<file path="config.mk">
export PLATFORM = sky130hd
export DESIGN_NAME = exe_fwd_ctrl
export DESIGN_NICKNAME = d
export VERILOG_FILES = /design/src/rtl/exe_fwd_pkg.sv /design/src/rtl/exe_fwd_match.sv /design/src/rtl/exe_fwd_ctrl.sv
export SDC_FILE = /design/constraint.sdc
export NUM_CORES = 1
export LEC_CHECK = 0
export ABC_AREA = 1
export ABC_CLOCK_PERIOD_IN_PS = 1850
export CAP_MARGIN = 10
export CORE_ASPECT_RATIO = 0.8
export CORE_MARGIN = 2
export CORE_UTILIZATION = 54
export CTS_CLUSTER_SIZE = 16
export DETAILED_ROUTE_END_ITERATION = 8
export GPL_TIMING_DRIVEN = 0
export PLACE_DENSITY_LB_ADDON = 0.1
export SKIP_CTS_REPAIR_TIMING = 1
export SYNTH_ARGS = -nofsm -noshare
export SYNTH_HDL_FRONTEND = slang
export SYNTH_SLANG_ARGS = --single-unit
</file>
<file path="constraint.sdc">
create_clock -name clk -period 1.85 [get_ports clk]
set_clock_uncertainty 0.05 [all_clocks]
set_input_delay 0.2775 -clock clk [delete_from_list [all_inputs] [get_ports clk]]
set_output_delay 0.2775 -clock clk [all_outputs]
set_load 0.05 [all_outputs]
</file>
<file path="src/rtl/exe_fwd_pkg.sv">
// Shared types for the EXE operand-forwarding controller.
package exe_fwd_pkg;

    localparam int unsigned REG_W   = 5;
    localparam int unsigned NUM_SRC = 6;

    localparam logic [REG_W-1:0] REG_ZERO = REG_W'(0);

    // Wide select: full forwarding choice for the complex datapath.
    typedef enum logic [2:0] {
        SEL3_STAGE    = 3'b000,
        SEL3_ALU_MEM  = 3'b001,
        SEL3_WB1      = 3'b010,
        SEL3_ALU2_MEM = 3'b011,
        SEL3_WB2      = 3'b100
    } sel3_t;

    // Narrow select: simple datapath; 11 is never driven.
    typedef enum logic [1:0] {
        SEL2_STAGE   = 2'b00,
        SEL2_ALU_MEM = 2'b01,
        SEL2_WB      = 2'b10
    } sel2_t;

    // Destination bookkeeping carried alongside each pipeline stage.
    typedef struct packed {
        logic             valid;
        logic             wr_en;
        logic [REG_W-1:0] rd;
        logic             wr2_en;
        logic [REG_W-1:0] rd2;
        logic             is_load;
    } stage_tag_t;

    // Second-result sources only exist on the complex datapath.
    function automatic sel2_t to_sel2(input sel3_t s);
        case (s)
            SEL3_ALU_MEM: return SEL2_ALU_MEM;
            SEL3_WB1:     return SEL2_WB;
            default:      return SEL2_STAGE;
        endcase
    endfunction

    function automatic logic is_second_result(input sel3_t s);
        return (s == SEL3_ALU2_MEM) || (s == SEL3_WB2);
    endfunction

endpackage

</file>
<file path="src/rtl/exe_fwd_match.sv">
// Per-source forwarding select and load-use detection against EX and MEM tags.
module exe_fwd_match
    import exe_fwd_pkg::*;
(
    input  logic [REG_W-1:0] src,
    input  stage_tag_t       ex_tag,
    input  stage_tag_t       mem_tag,
    output sel3_t            sel,
    output logic             load_hit
);

    logic ex_rd_hit;
    logic ex_rd2_hit;
    logic mem_rd_hit;
    logic mem_rd2_hit;
    logic unused_mem_is_load;

    // Register 0 is hardwired, so it never forwards.
    assign ex_rd_hit   = (src != REG_ZERO) && ex_tag.valid  && ex_tag.wr_en   && (ex_tag.rd   == src);
    assign ex_rd2_hit  = (src != REG_ZERO) && ex_tag.valid  && ex_tag.wr2_en  && (ex_tag.rd2  == src);
    assign mem_rd_hit  = (src != REG_ZERO) && mem_tag.valid && mem_tag.wr_en  && (mem_tag.rd  == src);
    assign mem_rd2_hit = (src != REG_ZERO) && mem_tag.valid && mem_tag.wr2_en && (mem_tag.rd2 == src);

    // A load's first result is read back through WB result 1 like any other.
    assign unused_mem_is_load = mem_tag.is_load;

    // Loaded data is not ready in MEM, so an EX-stage load match must stall.
    assign load_hit = ex_rd_hit && ex_tag.is_load;

    // Youngest producer wins; within a stage the second result wins.
    always_comb begin
        sel = SEL3_STAGE;
        if (mem_rd_hit)  sel = SEL3_WB1;
        if (mem_rd2_hit) sel = SEL3_WB2;
        if (ex_rd_hit)   sel = SEL3_ALU_MEM;
        if (ex_rd2_hit)  sel = SEL3_ALU2_MEM;
    end

endmodule

</file>
<file path="src/rtl/exe_fwd_ctrl.sv">
// EXE operand-forwarding controller: tracks in-flight destinations and
// registers the EXE operand selects one cycle after ID.
module exe_fwd_ctrl
    import exe_fwd_pkg::*;
(
    input  logic             clk,
    input  logic             rst,
    input  logic             id_valid,
    input  logic             id_complex,
    input  logic [REG_W-1:0] id_rs,
    input  logic [REG_W-1:0] id_rt,
    input  logic [REG_W-1:0] id_rs3,
    input  logic [REG_W-1:0] id_rs4,
    input  logic [REG_W-1:0] id_st_rs,
    input  logic [REG_W-1:0] id_st2_rs,
    input  logic             id_wr_en,
    input  logic             id_wr2_en,
    input  logic [REG_W-1:0] id_rd,
    input  logic [REG_W-1:0] id_rd2,
    input  logic             id_is_load,
    input  logic             ex_flush,
    input  logic             mem_stall,
    output logic             id_stall,
    output logic [1:0]       alu_input1_sel,
    output logic [1:0]       alu_input2_sel,
    output logic [1:0]       store_val_sel,
    output logic [2:0]       alu_input1_sel_C,
    output logic [2:0]       alu_input2_sel_C,
    output logic [2:0]       alu_input3_sel_C,
    output logic [2:0]       alu_input4_sel_C,
    output logic [2:0]       store_val_sel_C,
    output logic [2:0]       store_val2_sel,
    output logic             ex_complex
);

    stage_tag_t       ex_tag_q;
    stage_tag_t       mem_tag_q;
    stage_tag_t       wb_tag_q;
    stage_tag_t       id_tag_c;
    logic [REG_W-1:0] src_c      [NUM_SRC];
    sel3_t            sel_c      [NUM_SRC];
    logic [NUM_SRC-1:0] load_hit_c;
    logic             issue_c;
    logic             complex_c;
    logic             unused_wb_tag;

    assign src_c[0] = id_rs;
    assign src_c[1] = id_rt;
    assign src_c[2] = id_rs3;
    assign src_c[3] = id_rs4;
    assign src_c[4] = id_st_rs;
    assign src_c[5] = id_st2_rs;

    // One matcher per operand source.
    for (genvar i = 0; i < NUM_SRC; i++) begin : g_match
        exe_fwd_match u_match (
            .src      (src_c[i]),
            .ex_tag   (ex_tag_q),
            .mem_tag  (mem_tag_q),
            .sel      (sel_c[i]),
            .load_hit (load_hit_c[i])
        );
    end

    // Load-use stall; flush, memory stall and reset all suppress it.
    assign id_stall = !rst && !mem_stall && !ex_flush && id_valid && (|load_hit_c);

    assign issue_c = id_valid && !id_stall && !ex_flush;

    // Second-result forwarding on any simple-datapath operand needs the complex path.
    assign complex_c = id_complex
                     || is_second_result(sel_c[0])
                     || is_second_result(sel_c[1])
                     || is_second_result(sel_c[4]);

    // Destination tag of the instruction currently in ID.
    always_comb begin
        id_tag_c         = '0;
        id_tag_c.valid   = 1'b1;
        id_tag_c.wr_en   = id_wr_en;
        id_tag_c.rd      = id_rd;
        id_tag_c.wr2_en  = id_wr2_en;
        id_tag_c.rd2     = id_rd2;
        id_tag_c.is_load = id_is_load;
    end

    // The WB distance is covered by register-file write-through.
    assign unused_wb_tag = ^wb_tag_q;

    // Advance tags and register selects; bubbles carry all-zero selects.
    always_ff @(posedge clk) begin
        if (rst) begin
            ex_tag_q         <= '0;
            mem_tag_q        <= '0;
            wb_tag_q         <= '0;
            alu_input1_sel   <= SEL2_STAGE;
            alu_input2_sel   <= SEL2_STAGE;
            store_val_sel    <= SEL2_STAGE;
            alu_input1_sel_C <= SEL3_STAGE;
            alu_input2_sel_C <= SEL3_STAGE;
            alu_input3_sel_C <= SEL3_STAGE;
            alu_input4_sel_C <= SEL3_STAGE;
            store_val_sel_C  <= SEL3_STAGE;
            store_val2_sel   <= SEL3_STAGE;
            ex_complex       <= 1'b0;
        end else if (!mem_stall) begin
            ex_tag_q         <= issue_c ? id_tag_c : '0;
            mem_tag_q        <= ex_tag_q;
            wb_tag_q         <= mem_tag_q;
            alu_input1_sel   <= issue_c ? to_sel2(sel_c[0]) : SEL2_STAGE;
            alu_input2_sel   <= issue_c ? to_sel2(sel_c[1]) : SEL2_STAGE;
            store_val_sel    <= issue_c ? to_sel2(sel_c[4]) : SEL2_STAGE;
            alu_input1_sel_C <= issue_c ? sel_c[0] : SEL3_STAGE;
            alu_input2_sel_C <= issue_c ? sel_c[1] : SEL3_STAGE;
            alu_input3_sel_C <= issue_c ? sel_c[2] : SEL3_STAGE;
            alu_input4_sel_C <= issue_c ? sel_c[3] : SEL3_STAGE;
            store_val_sel_C  <= issue_c ? sel_c[4] : SEL3_STAGE;
            store_val2_sel   <= issue_c ? sel_c[5] : SEL3_STAGE;
            ex_complex       <= issue_c && complex_c;
        end
    end

endmodule

</file>
---- Yosys cells after proc, flatten, opt, wreduce, memory -nomap -nowiden ----
Cells that the tools add are included.
word-level totals
  register bits after elaboration ......... 52
  input bits .............................. 49
  output and inout bits ................... 26
  word-level logic and storage cells ...... 184
cells by class
  equal/unequal tests ..................... 36
  mux-type cells .......................... 37
  reduce and logical (&&, ||, !) cells .... 90
operators by type and width
  kind                  number
  $eq A5 B5 Y1          24
  $logic_and A1 B1 Y1   73
  $mux W3               24
  $reduce_bool A5 Y1    6
  $eq A3 B2 Y1 const B  6
  $mux W2               9
  $mux W14              1
  $pmux W2 S2           3
  $eq A3 B1 Y1 const B  3
  $eq A3 B3 Y1 const B  3
  $logic_or A1 B1 Y1    6
  $reduce_or A6 Y1      1
  $logic_not A1 Y1      4

---- Depth between registers and ports, before layout ----
  word-level depth ........................ 14
  depth in mapped cells ................... 17
  mapped depth without buffers ............ 15

---- Modules after synthesis ----
Synthesis repeated with hierarchy kept, for this count alone.
second synthesis, totals
  cell total of the unflattened synthesis .. 849
  area, all modules ....................... 4654.5 um2
by module, submodules not included
  module         times used  cells each  area an instance (um2)
  exe_fwd_match  6           97          444.2
  exe_fwd_ctrl   1           267         1989.4

---- Least setup slack after synthesis ----
Ideal clock, no wire load.
  kind .................................... reg2out
  start point ............................. register ex_tag_q[11] (netlist name)
  end point ............................... output port id_stall
  arrival ................................. 1590 ps
  data required time ...................... 1522 ps
  slack ................................... -67 ps
  cell stages (with the launch flop) ...... 13
  buffers on the path ..................... 2
  cell sequence ........................... dfxtp_1 -> buf_4 -> inv_2 -> nand2_1 -> nand2_1 -> nor3_2 -> inv_1 -> nor2_1 -> nor2_1 -> nand2_1 -> nand2_2 -> buf_2 -> inv_1
between the ends
  word-level cells in the longest chain between the ends .. 5
ends and longest elaborated chain
  item                    RTL line             RTL
  from (decl)             exe_fwd_ctrl.sv:36   stage_tag_t ex_tag_q;
  from (signal assigned)  exe_fwd_ctrl.sv:107  ex_tag_q <= issue_c ? id_tag_c : '0;
  $eq A5 B5 Y1            exe_fwd_match.sv:19  assign ex_rd_hit = (src != REG_ZERO) && ex_tag.valid && ex_tag.wr_en && (ex_tag.rd == src);
  $logic_and A1 B1 Y1     exe_fwd_match.sv:19
  $logic_and A1 B1 Y1     exe_fwd_match.sv:28  assign load_hit = ex_rd_hit && ex_tag.is_load;
  $reduce_or A6 Y1 *      exe_fwd_ctrl.sv:66   assign id_stall = !rst && !mem_stall && !ex_flush && id_valid && (|load_hit_c);
  $logic_and A1 B1 Y1 *   exe_fwd_ctrl.sv:66
  to (decl)               exe_fwd_ctrl.sv:23   output logic id_stall,
Every way passes the cells marked *; elsewhere a longest branch is shown, timed or not.

---- Worst setup path after layout ----
  start point ............................. input port id_rs4[1]
  end point ............................... output port id_stall
between the ends
  word-level cells in the longest chain between the ends .. 7
ends and longest elaborated chain
  item                              RTL line             RTL
  from (decl)                       exe_fwd_ctrl.sv:13   input logic [REG_W-1:0] id_rs4,
  $reduce_bool A5 Y1                exe_fwd_match.sv:19
  $logic_and A1 B1 Y1 (2 in a row)  exe_fwd_match.sv:19
  $logic_and A1 B1 Y1 *             exe_fwd_match.sv:19
  $logic_and A1 B1 Y1 *             exe_fwd_match.sv:28
  $reduce_or A6 Y1 *                exe_fwd_ctrl.sv:66
  $logic_and A1 B1 Y1 *             exe_fwd_ctrl.sv:66
Marks and branches as above.

==> results_dict.tcl <==
set metrics [dict create \
    timing.hold.worst.class "reg2reg" \
    detail_route.wl_per_cell_um 20.3 \
    pin_count 75 \
    max_cap_violations 0 \
    port-buffer-count 59 \
    achievable_freq_ghz 0.414 \
    synthesis.nets 749 \
    final_antenna_net_count 0 \
    dieArea_mm2 0.00875 \
    gp_congestion 1.06 \
    clk_path_buf_depth 2 \
    setup.worst_path.start_class "input pin" \
    total_track_usage_pct 38.1 \
    grt_start_max_net_pins 17 \
    layout.cells.most_common_list "sky130_fd_sc_hd__nand2_1, sky130_fd_sc_hd__nor2_1, sky130_fd_sc_hd__a21oi_1, sky130_fd_sc_hd__dfxtp_1, sky130_fd_sc_hd__clkdlybuf4s50_1" \
    ys.warnings.count 0 \
    syn_to_layout_area_delta_pct 33.1 \
    timing_worst_setup_path_type "in2out" \
    fin_total_pwr_mw 2.54 \
    pwr_density_cell_mw_per_mm2 441 \
    dieHeight_um 84.1 \
    syn-instance-count 700 \
    dpl-instance-area_mm2 0.00506 \
    ir_drop_mv 0.322 \
    total_global_routing_overflow 0 \
    drt-pass1-iter-count 9 \
    cts_inserted_buffers 5 \
    rsz0062_at_grt "true" \
    cts.clk_slew.worst_paths_ns 0.10 \
    timing.final.max_slew_violations 0 \
    insertedDiodeCount 0 \
    postSynthRegisterBits 52 \
    die-width_um 104 \
    final_cells 900 \
    drc 0 \
    reg2reg_from "mem_tag_q[4]$_SDFFE_PP0N_" \
    layout.cells.most_common "sky130_fd_sc_hd__nand2_1" \
    final-setup-viol-count 41 \
    placementRows 29 \
    worst_setup_path_end_kind "output pin" \
    synthesis.area_mm2 0.00433 \
    clock_tree.htree_level_count 2 \
    static-leakage-power_nw 2.46 \
    failing_checks "negative setup slack" \
    min_period_ns 2.42 \
    worst_pin_slew_ns 0.748 \
    maxSlewHeadroom_pct 50.2 \
    post_synth.cell_area_avg_um2 6.18 \
    grt_antenna_before_repair 0 \
    finish.net_count 840 \
    synth-seq-area-share_pct 24.1 \
    detail_route.vias_per_cell 6.16 \
    root_cell_of_the_clock_tree "sky130_fd_sc_hd__clkbuf_8" \
    worst-endpoint-required_ns 1.52 \
    layout-drive-gt1-share_pct 23.5 \
    dr_total_vias 5540 \
    wirelength_mm 18.3 \
    worst_setup_path_startpoint "id_rs4[1]" \
    dr.first_iter.drc_count 832 \
    critical_hold_path_startpoint "store_val_sel_C[2]$_SDFFE_PP0N_" \
    outcome "complete, but fails checks" \
    timing.critical_path.fanout_max 6 \
    fin_crit_sh_pct 131 \
    grt_pass1_wl_mm 25.6 \
    cts_tree "yes" \
    first_global_vias 4789 \
    clkLatencyLatePin_ns 0.32 \
    post-route-cell-area_mm2 0.00576 \
    core_region_area_mm2 0.00784 \
    cts_sinks 52 \
    start_util_pct 55.2 \
    netlist-cell-type-count 34 \
    critPathArrivalTime_ns 2.09 \
    postLayoutSetupSlackWorst_ns -0.568 \
    post-dp-hpwl_mm 12.4 \
    finalHoldViolations 0 \
    placedCellCount 867 \
]
through the flow:
| step | hold slack (ns) | utilization (%) | worst slack, ns | TNS (ns) |
|---|---|---|---|---|
| after CTS | 0.425 | 65.6 | -1.34 | -7.77 |
| after global placement | 0.403 | 64.5 | -1.31 | -18.91 |
| after floorplan | 0.388 | - | 0.0308 | 0 |
| after global routing | 0.449 | 73.5 | -0.625 | -8.70 |
| after detailed placement | 0.409 | 64.5 | -1.29 | -19.40 |
| final | 0.429 | 73.5 | -0.568 | -5.89 |
metal layers:
metal	vias to the layer above	routed length, um	global-route usage, %
li1	2440	-	-
met1	2509	6800	50.4
met3	109	2610	11.2
met4	0	946	14.5
met2	482	7930	58.8
met5	-	0	0
cell families after synthesis:
kind of cell           Yosys count  share of synthesized area [%]
AND/OR/NAND/NOR                390                           41.0
buffers and inverters          117                           12.8
flip-flops                      52                           24.1
AO/OA/AOI/OAI                   93                           12.5
XOR/XNOR                        48                           9.72
cells in the mapped netlist:
library cell	number	area share, %
sky130_fd_sc_hd__buf_12	1	0.46
sky130_fd_sc_hd__nor3_2	3	0.69
sky130_fd_sc_hd__nor4b_1	1	0.20
sky130_fd_sc_hd__nand4_1	22	3.2
sky130_fd_sc_hd__inv_4	1	0.14
sky130_fd_sc_hd__xor2_1	27	5.5
sky130_fd_sc_hd__or2_2	1	0.14
sky130_fd_sc_hd__nand3_1	48	5.6
sky130_fd_sc_hd__o21ai_0	9	1.0
sky130_fd_sc_hd__and3_1	1	0.14
sky130_fd_sc_hd__a211oi_1	10	1.7
sky130_fd_sc_hd__o22ai_1	7	1.0
sky130_fd_sc_hd__nand2_2	3	0.43
sky130_fd_sc_hd__buf_2	23	2.7
sky130_fd_sc_hd__nand3_2	17	3.9
sky130_fd_sc_hd__o211ai_1	1	0.17
sky130_fd_sc_hd__nand3b_1	3	0.52
sky130_fd_sc_hd__a21oi_1	53	6.1
sky130_fd_sc_hd__a21oi_2	10	2.0
sky130_fd_sc_hd__inv_1	42	3.6
sky130_fd_sc_hd__o21ai_1	3	0.35
sky130_fd_sc_hd__nor2_2	1	0.14
sky130_fd_sc_hd__dfxtp_1	52	24
sky130_fd_sc_hd__inv_2	19	1.6
sky130_fd_sc_hd__buf_4	5	0.87
sky130_fd_sc_hd__nor2_1	73	6.3
sky130_fd_sc_hd__nor3_1	12	1.4
sky130_fd_sc_hd__nor2_4	2	0.52
sky130_fd_sc_hd__clkbuf_2	1	0.12
sky130_fd_sc_hd__nand4_2	1	0.29
sky130_fd_sc_hd__buf_6	6	1.6
sky130_fd_sc_hd__xnor2_1	21	4.3
sky130_fd_sc_hd__clkbuf_1	19	1.6
sky130_fd_sc_hd__nand2_1	202	18
report_power, final:
part	total, mW	internal (mW)	switching (mW)
logic	0.646	0.249	0.397
clock network	0.714	0.271	0.443
registers	1.18	1.14	0.0402
final timing paths:
kind                            slack [ns]                               to  cells after the start
worst max-delay path                 -0.57                         id_stall                     13
worst min-delay path                  0.43  store_val_sel_C[2]$_SDFFE_PP0N_                      2
worst max register to register       -0.26   alu_input1_sel[1]$_SDFFE_PP0N_                     12
worst min register to register        0.43  store_val_sel_C[2]$_SDFFE_PP0N_                      2
cell type report:
class | instances | area [um^2]
plain buffers | 47 | 320
clock buffers | 6 | 72.6
clock inverters | 2 | 16.3
fillers | 609 | 2080
inverters | 62 | 255
multi-input cells | 531 | 2970
flip-flops and latches | 52 | 1050
well taps | 108 | 135
repair buffers | 92 | 938
worst max-delay path: stages:
cell and delay, ns:
sky130_fd_sc_hd__clkdlybuf4s50_1 0.49, sky130_fd_sc_hd__nor2_1 0.15, sky130_fd_sc_hd__nand3_1 0.11, sky130_fd_sc_hd__nand2_1 0.10
sky130_fd_sc_hd__inv_2 0.06, sky130_fd_sc_hd__nand3_2 0.13, sky130_fd_sc_hd__nand2_2 0.08, sky130_fd_sc_hd__nor2_2 0.14
sky130_fd_sc_hd__nand2_2 0.08, sky130_fd_sc_hd__nand2_4 0.09, sky130_fd_sc_hd__buf_8 0.13, sky130_fd_sc_hd__clkinvlp_4 0.08
sky130_fd_sc_hd__buf_8 0.15
flip-flops by register name (all words and copies together), names as in the netlist:
signal	flops
alu_input2_sel_C	3
store_val_sel_C	3
alu_input2_sel	2
store_val2_sel	3
ex_tag_q	14
alu_input1_sel	2
alu_input3_sel_C	3
ex_complex	1
mem_tag_q	13
alu_input4_sel_C	3
alu_input1_sel_C	3
store_val_sel	2
(Power assumes the default switching activity.)
